$ cat config.mk
export PLATFORM = sky130hd
export DESIGN_NAME = queue_buf_param_flat
export DESIGN_NICKNAME = d
export VERILOG_FILES = /design/src/rtl/queue_buf_param_if.sv /design/src/rtl/queue_buf_param.sv /design/src/flat_wrapper.sv
export SDC_FILE = /design/constraint.sdc
export NUM_CORES = 1
export LEC_CHECK = 0
export BUFFER_PORTS_ARGS = -buffer_cell sky130_fd_sc_hd__buf_4
export CAP_MARGIN = 20
export CELL_PAD_IN_SITES_DETAIL_PLACEMENT = 1
export CELL_PAD_IN_SITES_GLOBAL_PLACEMENT = 2
export CORE_MARGIN = 3
export CORE_UTILIZATION = 42
export CTS_BUF_LIST = sky130_fd_sc_hd__clkbuf_8 sky130_fd_sc_hd__clkbuf_16
export DETAILED_ROUTE_END_ITERATION = 6
export PLACE_DENSITY_LB_ADDON = 0.1
export SYNTH_ARGS = -nofsm -noshare
export SYNTH_HDL_FRONTEND = slang
export SYNTH_SLANG_ARGS = --single-unit
export TNS_END_PERCENT = 50
$ cat constraint.sdc
create_clock -name i_clk -period 3 [get_ports i_clk]
set_input_delay 0.3 -clock i_clk [delete_from_list [all_inputs] [get_ports i_clk]]
set_output_delay 0.3 -clock i_clk [all_outputs]
set_load 0.05 [all_outputs]
$ cat src/rtl/queue_buf_param_if.sv
// queue_buf_param_if: request/data/status bundle for queue_buf_param.
// Carries o_peak_count only when QUEUE_STATS_EN is defined.
interface queue_buf_param_if #(
    parameter int DATA_WIDTH    = 8,
    parameter int ADDRESS_WIDTH = 4
);
    logic                   i_clear;
    logic                   i_mode;
    logic                   i_enque;
    logic [DATA_WIDTH-1:0]  i_data_in;
    logic                   i_deque;
    logic [DATA_WIDTH-1:0]  o_data_out;
    logic                   o_data_valid;
    logic                   o_full;
    logic                   o_empty;
    logic                   o_almost_full;
    logic                   o_almost_empty;
    logic [ADDRESS_WIDTH:0] o_count;
    logic                   o_overflow;
    logic                   o_underflow;
    logic                   o_error;
`ifdef QUEUE_STATS_EN
    logic [ADDRESS_WIDTH:0] o_peak_count;
    modport master(output i_clear, i_mode, i_enque, i_data_in, i_deque,
                   input o_data_out, o_data_valid, o_full, o_empty, o_almost_full,
                   o_almost_empty, o_count, o_overflow, o_underflow, o_error, o_peak_count);
    modport slave(input i_clear, i_mode, i_enque, i_data_in, i_deque,
                  output o_data_out, o_data_valid, o_full, o_empty, o_almost_full,
                  o_almost_empty, o_count, o_overflow, o_underflow, o_error, o_peak_count);
`else
    modport master(output i_clear, i_mode, i_enque, i_data_in, i_deque,
                   input o_data_out, o_data_valid, o_full, o_empty, o_almost_full,
                   o_almost_empty, o_count, o_overflow, o_underflow, o_error);
    modport slave(input i_clear, i_mode, i_enque, i_data_in, i_deque,
                  output o_data_out, o_data_valid, o_full, o_empty, o_almost_full,
                  o_almost_empty, o_count, o_overflow, o_underflow, o_error);
`endif
endinterface

$ cat src/rtl/queue_buf_param.sv
// queue_buf_param: circular-buffer queue with run-time FIFO/LIFO ordering and sticky error flags.
// Define QUEUE_STATS_EN to add the o_peak_count high-water mark.
module queue_buf_param #(
    parameter int DATA_WIDTH       = 8,
    parameter int ADDRESS_WIDTH    = 4,
    parameter int DEPTH            = 1 << ADDRESS_WIDTH,
    parameter int ALMOST_FULL_LVL  = DEPTH - 2,
    parameter int ALMOST_EMPTY_LVL = 2
) (
    input  logic              i_clk,
    input  logic              i_rst_n,
    queue_buf_param_if.slave  bus
);
    localparam int CW = ADDRESS_WIDTH + 1;
    localparam logic [CW-1:0] L_DEPTH = CW'(DEPTH);
    localparam logic [CW-1:0] L_AF    = CW'(ALMOST_FULL_LVL);
    localparam logic [CW-1:0] L_AE    = CW'(ALMOST_EMPTY_LVL);

    logic [DATA_WIDTH-1:0]    r_mem [DEPTH];
    logic [ADDRESS_WIDTH-1:0] r_wr_ptr, r_rd_ptr;
    logic [CW-1:0]            r_count;
    logic                     r_mode;
    logic [DATA_WIDTH-1:0]    r_data_out;
    logic                     r_valid, r_error, r_overflow, r_underflow;

    logic                     w_empty, w_full, w_rd_ok, w_wr_ok, w_replace;
    logic [ADDRESS_WIDTH-1:0] w_top, w_rd_addr, w_wr_addr;
    logic [CW-1:0]            w_count_next;

    // A full buffer can still take a write when a read retires an entry in the same cycle.
    always_comb begin
        w_empty      = r_count == '0;
        w_full       = r_count == L_DEPTH;
        w_rd_ok      = bus.i_deque & ~w_empty;
        w_wr_ok      = bus.i_enque & (~w_full | w_rd_ok);
        w_replace    = r_mode & w_rd_ok & w_wr_ok;
        w_top        = r_wr_ptr - ADDRESS_WIDTH'(1);
        w_rd_addr    = r_mode ? w_top : r_rd_ptr;
        w_wr_addr    = w_replace ? w_top : r_wr_ptr;
        w_count_next = bus.i_clear ? '0 : r_count + CW'(w_wr_ok) - CW'(w_rd_ok);
    end

    always_ff @(posedge i_clk or negedge i_rst_n) begin
        if (!i_rst_n) begin
            r_wr_ptr    <= '0;
            r_rd_ptr    <= '0;
            r_count     <= '0;
            r_mode      <= 1'b0;
            r_data_out  <= '0;
            r_valid     <= 1'b0;
            r_error     <= 1'b0;
            r_overflow  <= 1'b0;
            r_underflow <= 1'b0;
        end else if (bus.i_clear) begin
            r_wr_ptr    <= '0;
            r_rd_ptr    <= '0;
            r_count     <= '0;
            r_valid     <= 1'b0;
            r_error     <= 1'b0;
            r_overflow  <= 1'b0;
            r_underflow <= 1'b0;
        end else begin
            if (w_empty) r_mode <= bus.i_mode;
            // LIFO: push and pop cancel on the write pointer, giving replace-top.
            r_wr_ptr    <= r_wr_ptr + ADDRESS_WIDTH'(w_wr_ok) - ADDRESS_WIDTH'(r_mode & w_rd_ok);
            r_rd_ptr    <= r_rd_ptr + ADDRESS_WIDTH'(~r_mode & w_rd_ok);
            r_count     <= w_count_next;
            if (w_rd_ok) r_data_out <= r_mem[w_rd_addr];
            r_valid     <= w_rd_ok;
            r_error     <= (bus.i_enque & ~w_wr_ok) | (bus.i_deque & w_empty);
            r_overflow  <= r_overflow | (bus.i_enque & ~w_wr_ok);
            r_underflow <= r_underflow | (bus.i_deque & w_empty);
        end
    end

    always_ff @(posedge i_clk) begin
        if (w_wr_ok & ~bus.i_clear) r_mem[w_wr_addr] <= bus.i_data_in;
    end

`ifdef QUEUE_STATS_EN
    logic [CW-1:0] r_peak;
    always_ff @(posedge i_clk or negedge i_rst_n) begin
        if (!i_rst_n) r_peak <= '0;
        else if (bus.i_clear) r_peak <= '0;
        else if (w_count_next > r_peak) r_peak <= w_count_next;
    end
    assign bus.o_peak_count = r_peak;
`endif

    assign bus.o_data_out     = r_data_out;
    assign bus.o_data_valid   = r_valid;
    assign bus.o_full         = w_full;
    assign bus.o_empty        = w_empty;
    assign bus.o_almost_full  = r_count >= L_AF;
    assign bus.o_almost_empty = r_count <= L_AE;
    assign bus.o_count        = r_count;
    assign bus.o_overflow     = r_overflow;
    assign bus.o_underflow    = r_underflow;
    assign bus.o_error        = r_error;
endmodule

$ cat src/flat_wrapper.sv
// flat-port wrapper written by rule: the top's interface ports become plain ports
module queue_buf_param_flat 
#(
    parameter int DATA_WIDTH       = 8,
    parameter int ADDRESS_WIDTH    = 4,
    parameter int DEPTH            = 1 << ADDRESS_WIDTH,
    parameter int ALMOST_FULL_LVL  = DEPTH - 2,
    parameter int ALMOST_EMPTY_LVL = 2
)
  (i_clk, i_rst_n, bus_i_clear, bus_i_mode, bus_i_enque, bus_i_data_in, bus_i_deque, bus_o_data_out, bus_o_data_valid, bus_o_full, bus_o_empty, bus_o_almost_full, bus_o_almost_empty, bus_o_count, bus_o_overflow, bus_o_underflow, bus_o_error);
  queue_buf_param_if #(.DATA_WIDTH(DATA_WIDTH), .ADDRESS_WIDTH(ADDRESS_WIDTH)) bus_i ();
  input  logic i_clk;
  input  logic i_rst_n;
  input wire logic [$bits(bus_i.i_clear)-1:0] bus_i_clear;
  input wire logic [$bits(bus_i.i_mode)-1:0] bus_i_mode;
  input wire logic [$bits(bus_i.i_enque)-1:0] bus_i_enque;
  input wire logic [$bits(bus_i.i_data_in)-1:0] bus_i_data_in;
  input wire logic [$bits(bus_i.i_deque)-1:0] bus_i_deque;
  output wire logic [$bits(bus_i.o_data_out)-1:0] bus_o_data_out;
  output wire logic [$bits(bus_i.o_data_valid)-1:0] bus_o_data_valid;
  output wire logic [$bits(bus_i.o_full)-1:0] bus_o_full;
  output wire logic [$bits(bus_i.o_empty)-1:0] bus_o_empty;
  output wire logic [$bits(bus_i.o_almost_full)-1:0] bus_o_almost_full;
  output wire logic [$bits(bus_i.o_almost_empty)-1:0] bus_o_almost_empty;
  output wire logic [$bits(bus_i.o_count)-1:0] bus_o_count;
  output wire logic [$bits(bus_i.o_overflow)-1:0] bus_o_overflow;
  output wire logic [$bits(bus_i.o_underflow)-1:0] bus_o_underflow;
  output wire logic [$bits(bus_i.o_error)-1:0] bus_o_error;
  assign bus_i.i_clear = bus_i_clear;
  assign bus_i.i_mode = bus_i_mode;
  assign bus_i.i_enque = bus_i_enque;
  assign bus_i.i_data_in = bus_i_data_in;
  assign bus_i.i_deque = bus_i_deque;
  assign bus_o_data_out = bus_i.o_data_out;
  assign bus_o_data_valid = bus_i.o_data_valid;
  assign bus_o_full = bus_i.o_full;
  assign bus_o_empty = bus_i.o_empty;
  assign bus_o_almost_full = bus_i.o_almost_full;
  assign bus_o_almost_empty = bus_i.o_almost_empty;
  assign bus_o_count = bus_i.o_count;
  assign bus_o_overflow = bus_i.o_overflow;
  assign bus_o_underflow = bus_i.o_underflow;
  assign bus_o_error = bus_i.o_error;
  queue_buf_param #(.DATA_WIDTH(DATA_WIDTH), .ADDRESS_WIDTH(ADDRESS_WIDTH), .DEPTH(DEPTH), .ALMOST_FULL_LVL(ALMOST_FULL_LVL), .ALMOST_EMPTY_LVL(ALMOST_EMPTY_LVL)) u_core (.i_clk(i_clk), .i_rst_n(i_rst_n), .bus(bus_i));
endmodule
Word level (Yosys, flattened, before mapping):

Memory sizes are Yosys's and may differ from the RTL's. A register that Yosys moved wholly into a read port is not among the register bits.
Index checks and enable logic that the tools add are counted.

* memories: 1
* logic and storage cells: 51
* register bits: 18
* input port bits: 14
* bits in writable memories: 128
* output and inout port bits: 21

* $lt $le $gt $ge: 2
* reduce and logical (&&, ||, !) cells: 4
* eq/ne operators: 1
* bitwise logic cells: 18
* $add $sub $neg: 6
* muxes and demuxes: 11

Memories
* u_core.r_mem: words 16, width 8, read ports 1, clocked after memory_dff 1, wr ports 1, line queue_buf_param.sv:19 `logic [DATA_WIDTH-1:0] r_mem [DEPTH];`

Operator list (count)
* $mux 4: 4
* $and 1x1->1: 8
* $mux 1: 6
* $add 5x1->5: 1
* $eq 5x5->1 const B: 1
* $ge 5x4->1 const B: 1
* $le 5x2->1 const B: 1
* $logic_not 5->1: 1
* $mux 5: 1
* $sub 5x1->5: 1
* $add 4x1->4: 1
* $add 4x4->4: 1
* $and 4x1->4: 1
* $not 1->1: 4
* $not 1->4: 1
* $or 1x1->1: 4
* $reduce_and 2->1: 2
* $sub 4x1->4 const B: 1
* $sub 4x4->4: 1
* $logic_not 1->1: 1

Longest topological paths before layout:

* depth after elaboration: 9
* gate-level depth with buffers: 15
* mapped depth without buffers: 15

Worst setup path after synthesis:

Ideal clock, no wire load.

* kind: register -> register
* start: register u_core.r_count[2], in the netlist u_core.bus.o_count[2]
* end: register u_core.r_count[4], in the netlist u_core.bus.o_count[4]
* data arrival time: 2.830 ns
* required time: 2.864 ns
* buffers on the path: 0
* period minus slack after synthesis: 2.966 ns
* slack: 0.034 ns
* stages on the path, launching flop included: 16
* setup time: 0.136 ns
* path through: dfrtp_1 > inv_1 > ha_1 > or4b_4 > nand2_1 > inv_1 > ha_1 > inv_1 > ha_1 > inv_1 > fa_1 > nor2_1 > nor2_1 > nor2_1 > or3_1 > a21oi_1

* word-level cells in the longest chain between the ends: 8
* elaborated cells on any way between the ends: 10
* those cells by class: add/sub: 2; eq/ne: 1; mux: 1; bitwise: 5; reduce/logical: 1

Ends and longest elaborated chain
* start, declared: line queue_buf_param.sv:21 `logic [CW-1:0] r_count;`
* start signal, assigned: line queue_buf_param.sv:67 `r_count <= w_count_next;`
* $logic_not 5->1: line queue_buf_param.sv:32 `w_empty = r_count == '0;`
* $not 1->1: line queue_buf_param.sv:34 `w_rd_ok = bus.i_deque & ~w_empty;`
* $and 1x1->1: line queue_buf_param.sv:34
* $or 1x1->1: line queue_buf_param.sv:35 `w_wr_ok = bus.i_enque & (~w_full | w_rd_ok);`
* $and 1x1->1: line queue_buf_param.sv:35
* $add 5x1->5: line queue_buf_param.sv:40 `w_count_next = bus.i_clear ? '0 : r_count + CW'(w_wr_ok) - CW'(w_rd_ok);`
* $sub 5x1->5 *: line queue_buf_param.sv:40
* $mux 5 *: line queue_buf_param.sv:54 `end else if (bus.i_clear) begin`

Mark *: on every way between the ends. The rest lies on a longest branch, timed or not.
A chain may end at the register's enable or synchronous reset.

Worst setup path after layout:

Ends and elaborated chain as after synthesis.

==> impl_metrics.py <==
metrics = {
    "floorplan": {
        "die_area_sq_mm": 0.0193,
        "fp-row-count": 48,
        "die_height_um": 139,
        "pin_count": 35,
        "die_w_um": 139,
        "fp.coreArea_sq_mm": 0.0173,
        "start_util": 0.430,
    },
    "cts": {
        "clk-insertion-delay-late_ns": 0.43,
        "cts_inserted_buffers": 17,
        "clk_path_buf_depth": 2,
        "cts.root.buffer_cell": "sky130_fd_sc_hd__clkbuf_16",
        "cts-htree-levels": 4,
        "post-cts-setup-buffer-count": 0,
        "cts_tree": "built",
        "clkTransAtPathRegs_ns": 0.06,
        "sink_count": 154,
    },
    "route": {
        "drtPass1Iterations": 6,
        "dr.first_iter.drc_count": 335,
        "drc": 0,
        "route.detailed.vias_per_inst": 5.96,
        "met2RoutedLength_um": 11500,
        "postRouteWirelength_um": 22700,
        "top_layer_used": "met4",
        "drt.antenna.violating_nets": 0,
        "routed-via-count": 5593,
        "wl_met1_um": 9870,
        "met3RoutedLength_um": 973,
        "wl_per_cell_um": 24.2,
    },
    "timing": {
        "post-route-worst-setup-slack_ns": 0.144,
        "rsz_0062_raised_after_global_routing": "yes",
        "timing.final.setup_violations": 0,
        "tmin_final_ns": 2.86,
        "clock-skew-final_ns": 0.00717,
        "maxClockFrequency_mhz": 350,
        "count_of_final_max_slew_check_failures": 0,
        "timing.final.crit_share": 0.952,
        "max_slew.worst_pin.slew_ns": 0.860,
        "report.final.hold_viol_count": 0,
        "maxSlewHeadroom": 0.425,
    },
    "pwr": {
        "p_per_area_mw_per_mm2": 1090,
        "clock_power_share": 0.226,
        "vdd.ir_drop.worst_uv": 544,
        "power_switching_share": 0.430,
        "power_leakage_nw": 3.09,
        "totalPowerFinal_mw": 9.46,
        "internal_power_mw": 5.39,
        "pwr-share-comb": 0.487,
        "power_frac_seq": 0.286,
        "switchingPower_mw": 4.07,
    },
    "setup_path": {
        "timing.setup.critical_path_class": "flip-flop to flip-flop",
        "cp-start-kind": "flip-flop",
        "crit_required_ns": 3.36,
        "reg2reg_to": "u_core.bus.o_count[4]",
        "end_kind": "flip-flop",
        "timing.critical_path.arrival_ns": 3.21,
        "reg2regPathDepth": 15,
        "regToRegStartpoint": "u_core.bus.o_count[2]",
        "reg2reg_slack_ns": 0.14,
        "timing.critical_path.fanout_max": 6,
    },
    "synthesis": {
        "ys_warn_count": 0,
        "synth.yosys.seq_area_share": 0.605,
        "synth-edff-count": 128,
        "synth_area_per_cell_sq_um": 11.5,
        "synth_seq_cells": 154,
        "synth_top_flop_cell": "sky130_fd_sc_hd__edfxtp_1",
        "syn-cell-area_sq_mm": 0.00743,
        "net_count_synth": 681,
        "postSynth.asyncResetShare": 0.169,
        "post_synth_inst_count": 646,
        "synthDistinctLibCells": 58,
    },
    "finish": {
        "post_route_cells_drive_above_1_share": 0.168,
        "syn_to_final_growth_pct": 17.0,
        "diode_count": 0,
        "design.final.nets": 735,
        "layout.core_utilization": 0.503,
    },
    "global_route": {
        "vias_in_the_first_global_route": 6116,
        "grt_remaining_overflow": 0,
        "groute.usage.overall": 0.239,
        "grt_first_pass_wirelength_um": 35500,
        "antenna_violations_before_repair": 0,
        "grt_start_max_net_pins": 41,
    },
    "placed_design": {
        "place_congestion": 0.816,
        "post-dp-hpwl_um": 16000,
        "place.port_buffers": 34,
        "pre_cts_slack_ns": 0.0372,
    },
    "hold_path": {
        "min-delay-start": "bus_i_mode",
        "hp-class": "input pin to flip-flop",
        "worst_hold_end": "u_core.r_mode",
        "hold-path-cell-count": 3,
    },
    "outcome": {
        "outcome": "finished, final reports clean",
    },
    "job": {
        "maxcap_viol_count": 0,
    },
}
## power groups by stage
stage | sequential (mW) | clock, mW | combinational (mW)
after global placement | 2.74 | 0 | 4.46
after global routing | 2.74 | 2.27 | 5.01
after CTS | 2.71 | 2.17 | 4.60
after floorplan | 3.00 | 0 | 2.73
final | 2.71 | 2.14 | 4.61
after detailed placement | 2.75 | 0 | 4.58
## cells in the mapped netlist (4+ instances only)
master	n	area share
sky130_fd_sc_hd__edfxtp_1	128	0.52
sky130_fd_sc_hd__nor2_1	94	0.047
sky130_fd_sc_hd__o21ai_0	60	0.040
sky130_fd_sc_hd__nor2b_1	31	0.026
sky130_fd_sc_hd__dfrtp_1	26	0.088
sky130_fd_sc_hd__inv_1	25	0.013
sky130_fd_sc_hd__a21oi_1	21	0.014
sky130_fd_sc_hd__nor3_1	20	0.013
sky130_fd_sc_hd__ha_1	19	0.032
sky130_fd_sc_hd__o22ai_1	19	0.016
sky130_fd_sc_hd__buf_2	18	0.012
sky130_fd_sc_hd__nand2_1	17	0.0086
sky130_fd_sc_hd__clkbuf_1	15	0.0076
sky130_fd_sc_hd__a31oi_1	14	0.012
sky130_fd_sc_hd__o211ai_1	13	0.013
sky130_fd_sc_hd__o21bai_1	10	0.010
sky130_fd_sc_hd__a32oi_1	6	0.0071
sky130_fd_sc_hd__nand2b_1	6	0.0050
sky130_fd_sc_hd__nand3_1	6	0.0040
sky130_fd_sc_hd__o31ai_1	6	0.0061
sky130_fd_sc_hd__o32ai_1	6	0.0071
sky130_fd_sc_hd__a22oi_1	5	0.0050
sky130_fd_sc_hd__nand3b_1	5	0.0050
sky130_fd_sc_hd__o221ai_1	5	0.0059
sky130_fd_sc_hd__o22a_1	5	0.0059
sky130_fd_sc_hd__xnor2_1	5	0.0059
sky130_fd_sc_hd__xor2_1	5	0.0059
sky130_fd_sc_hd__a2bb2oi_1	4	0.0047
sky130_fd_sc_hd__a41oi_1	4	0.0047
sky130_fd_sc_hd__and2_0	4	0.0034
## placed cells by master, fill, tap and decap left out, types with 10 or more instances in the layout
master | netlist | final
sky130_fd_sc_hd__clkbuf_16 | 0 | 17
sky130_fd_sc_hd__o22ai_1 | 19 | 19
sky130_fd_sc_hd__o21bai_1 | 10 | 10
sky130_fd_sc_hd__dfrtp_1 | 26 | 26
sky130_fd_sc_hd__inv_1 | 25 | 24
sky130_fd_sc_hd__nand2_1 | 17 | 16
sky130_fd_sc_hd__o21ai_0 | 60 | 60
sky130_fd_sc_hd__edfxtp_1 | 128 | 128
sky130_fd_sc_hd__a31oi_1 | 14 | 14
sky130_fd_sc_hd__nor3_1 | 20 | 20
sky130_fd_sc_hd__nor2_1 | 94 | 91
sky130_fd_sc_hd__nor2b_1 | 31 | 31
sky130_fd_sc_hd__buf_4 | 0 | 68
sky130_fd_sc_hd__o211ai_1 | 13 | 13
sky130_fd_sc_hd__a21oi_1 | 21 | 21
sky130_fd_sc_hd__ha_1 | 19 | 18
## worst max-delay path: stages, from the launching register on
cell                      delay (ns)
sky130_fd_sc_hd__dfrtp_1        0.42
sky130_fd_sc_hd__inv_2          0.09
sky130_fd_sc_hd__ha_2           0.19
sky130_fd_sc_hd__or4b_4         0.51
sky130_fd_sc_hd__nand2_2        0.12
sky130_fd_sc_hd__inv_1          0.05
sky130_fd_sc_hd__ha_1           0.26
sky130_fd_sc_hd__inv_1          0.04
sky130_fd_sc_hd__ha_1           0.20
sky130_fd_sc_hd__inv_1          0.07
sky130_fd_sc_hd__fa_2           0.21
sky130_fd_sc_hd__nor2_1         0.05
sky130_fd_sc_hd__nor2_1         0.08
sky130_fd_sc_hd__nor2_1         0.05
sky130_fd_sc_hd__or3_1          0.30
sky130_fd_sc_hd__a21oi_1        0.14
## per-stage QoR
step,std cells,TNS [ns],area (sq um),hold slack (ns)
floorplan,646,0,7430,0.00441
global placement,904,0,8080,0.251
detailed placement,904,0,8080,0.258
CTS,937,0,8680,0.0815
global route,938,-0.0341,8700,0.118
finish,938,0,8700,0.0859
## logic make-up after synthesis
logic type	count (synthesis)	synth area share
AND/OR/NAND/NOR	199	0.129
AO/OA/AOI/OAI	197	0.176
flip-flops	154	0.605
buffers and inverters	63	0.0379
adder cells (fa/ha/maj)	21	0.0374
XOR/XNOR	10	0.0118
multiplexers	2	0.00269
## cell type report
| class | count | area, sq um |
|---|---|---|
| clock buffer | 18 | 439 |
| timing repair buffer | 72 | 566 |
| fill | 1812 | 8600 |
| sequential | 154 | 4490 |
| inverter | 26 | 97.6 |
| tap | 225 | 282 |
| clock inverter | 14 | 149 |
| multi-input combinational | 429 | 2670 |
## flip-flops by register name, summed over array words and instances (netlist names)
name and cells:
u_core.bus.o_count 5, u_core.bus.o_data_out 8, u_core.bus.o_data_valid 1, u_core.bus.o_error 1
u_core.bus.o_overflow 1, u_core.bus.o_underflow 1, u_core.r_mem 128, u_core.r_mode 1
u_core.r_rd_ptr 4, u_core.r_wr_ptr 4
## layer usage
metal,global-route usage,vias to the layer above
li1,-,2526
met1,0.307,2887
met2,0.416,151
met3,0.0455,29
met4,0.0675,0
met5,0,-
## repair_timing
action,CTS,global route
endpoints found under the setup margin,0,33
hold endpoints to repair,26,0
resized for setup,0,8
hold buffers,1,0
## how the worst max path moves through the flow
stage / from / to / slack, ns / cells past startpoint
after global placement: u_core.bus.o_count[2] / u_core.bus.o_count[4] / 0.17 / 15
after CTS: u_core.bus.o_count[2] / u_core.bus.o_count[4] / 0.02 / 15
after floorplan: u_core.bus.o_count[2] / u_core.bus.o_count[4] / 0.03 / 15
after detailed placement: u_core.bus.o_count[2] / u_core.bus.o_count[4] / 0.04 / 15
final: u_core.bus.o_count[2] / u_core.bus.o_count[4] / 0.14 / 15
after global routing: u_core.bus.o_count[2] / u_core.bus.o_count[4] / -0.03 / 15
No activity file was read; power rests on OpenSTA's default activity.
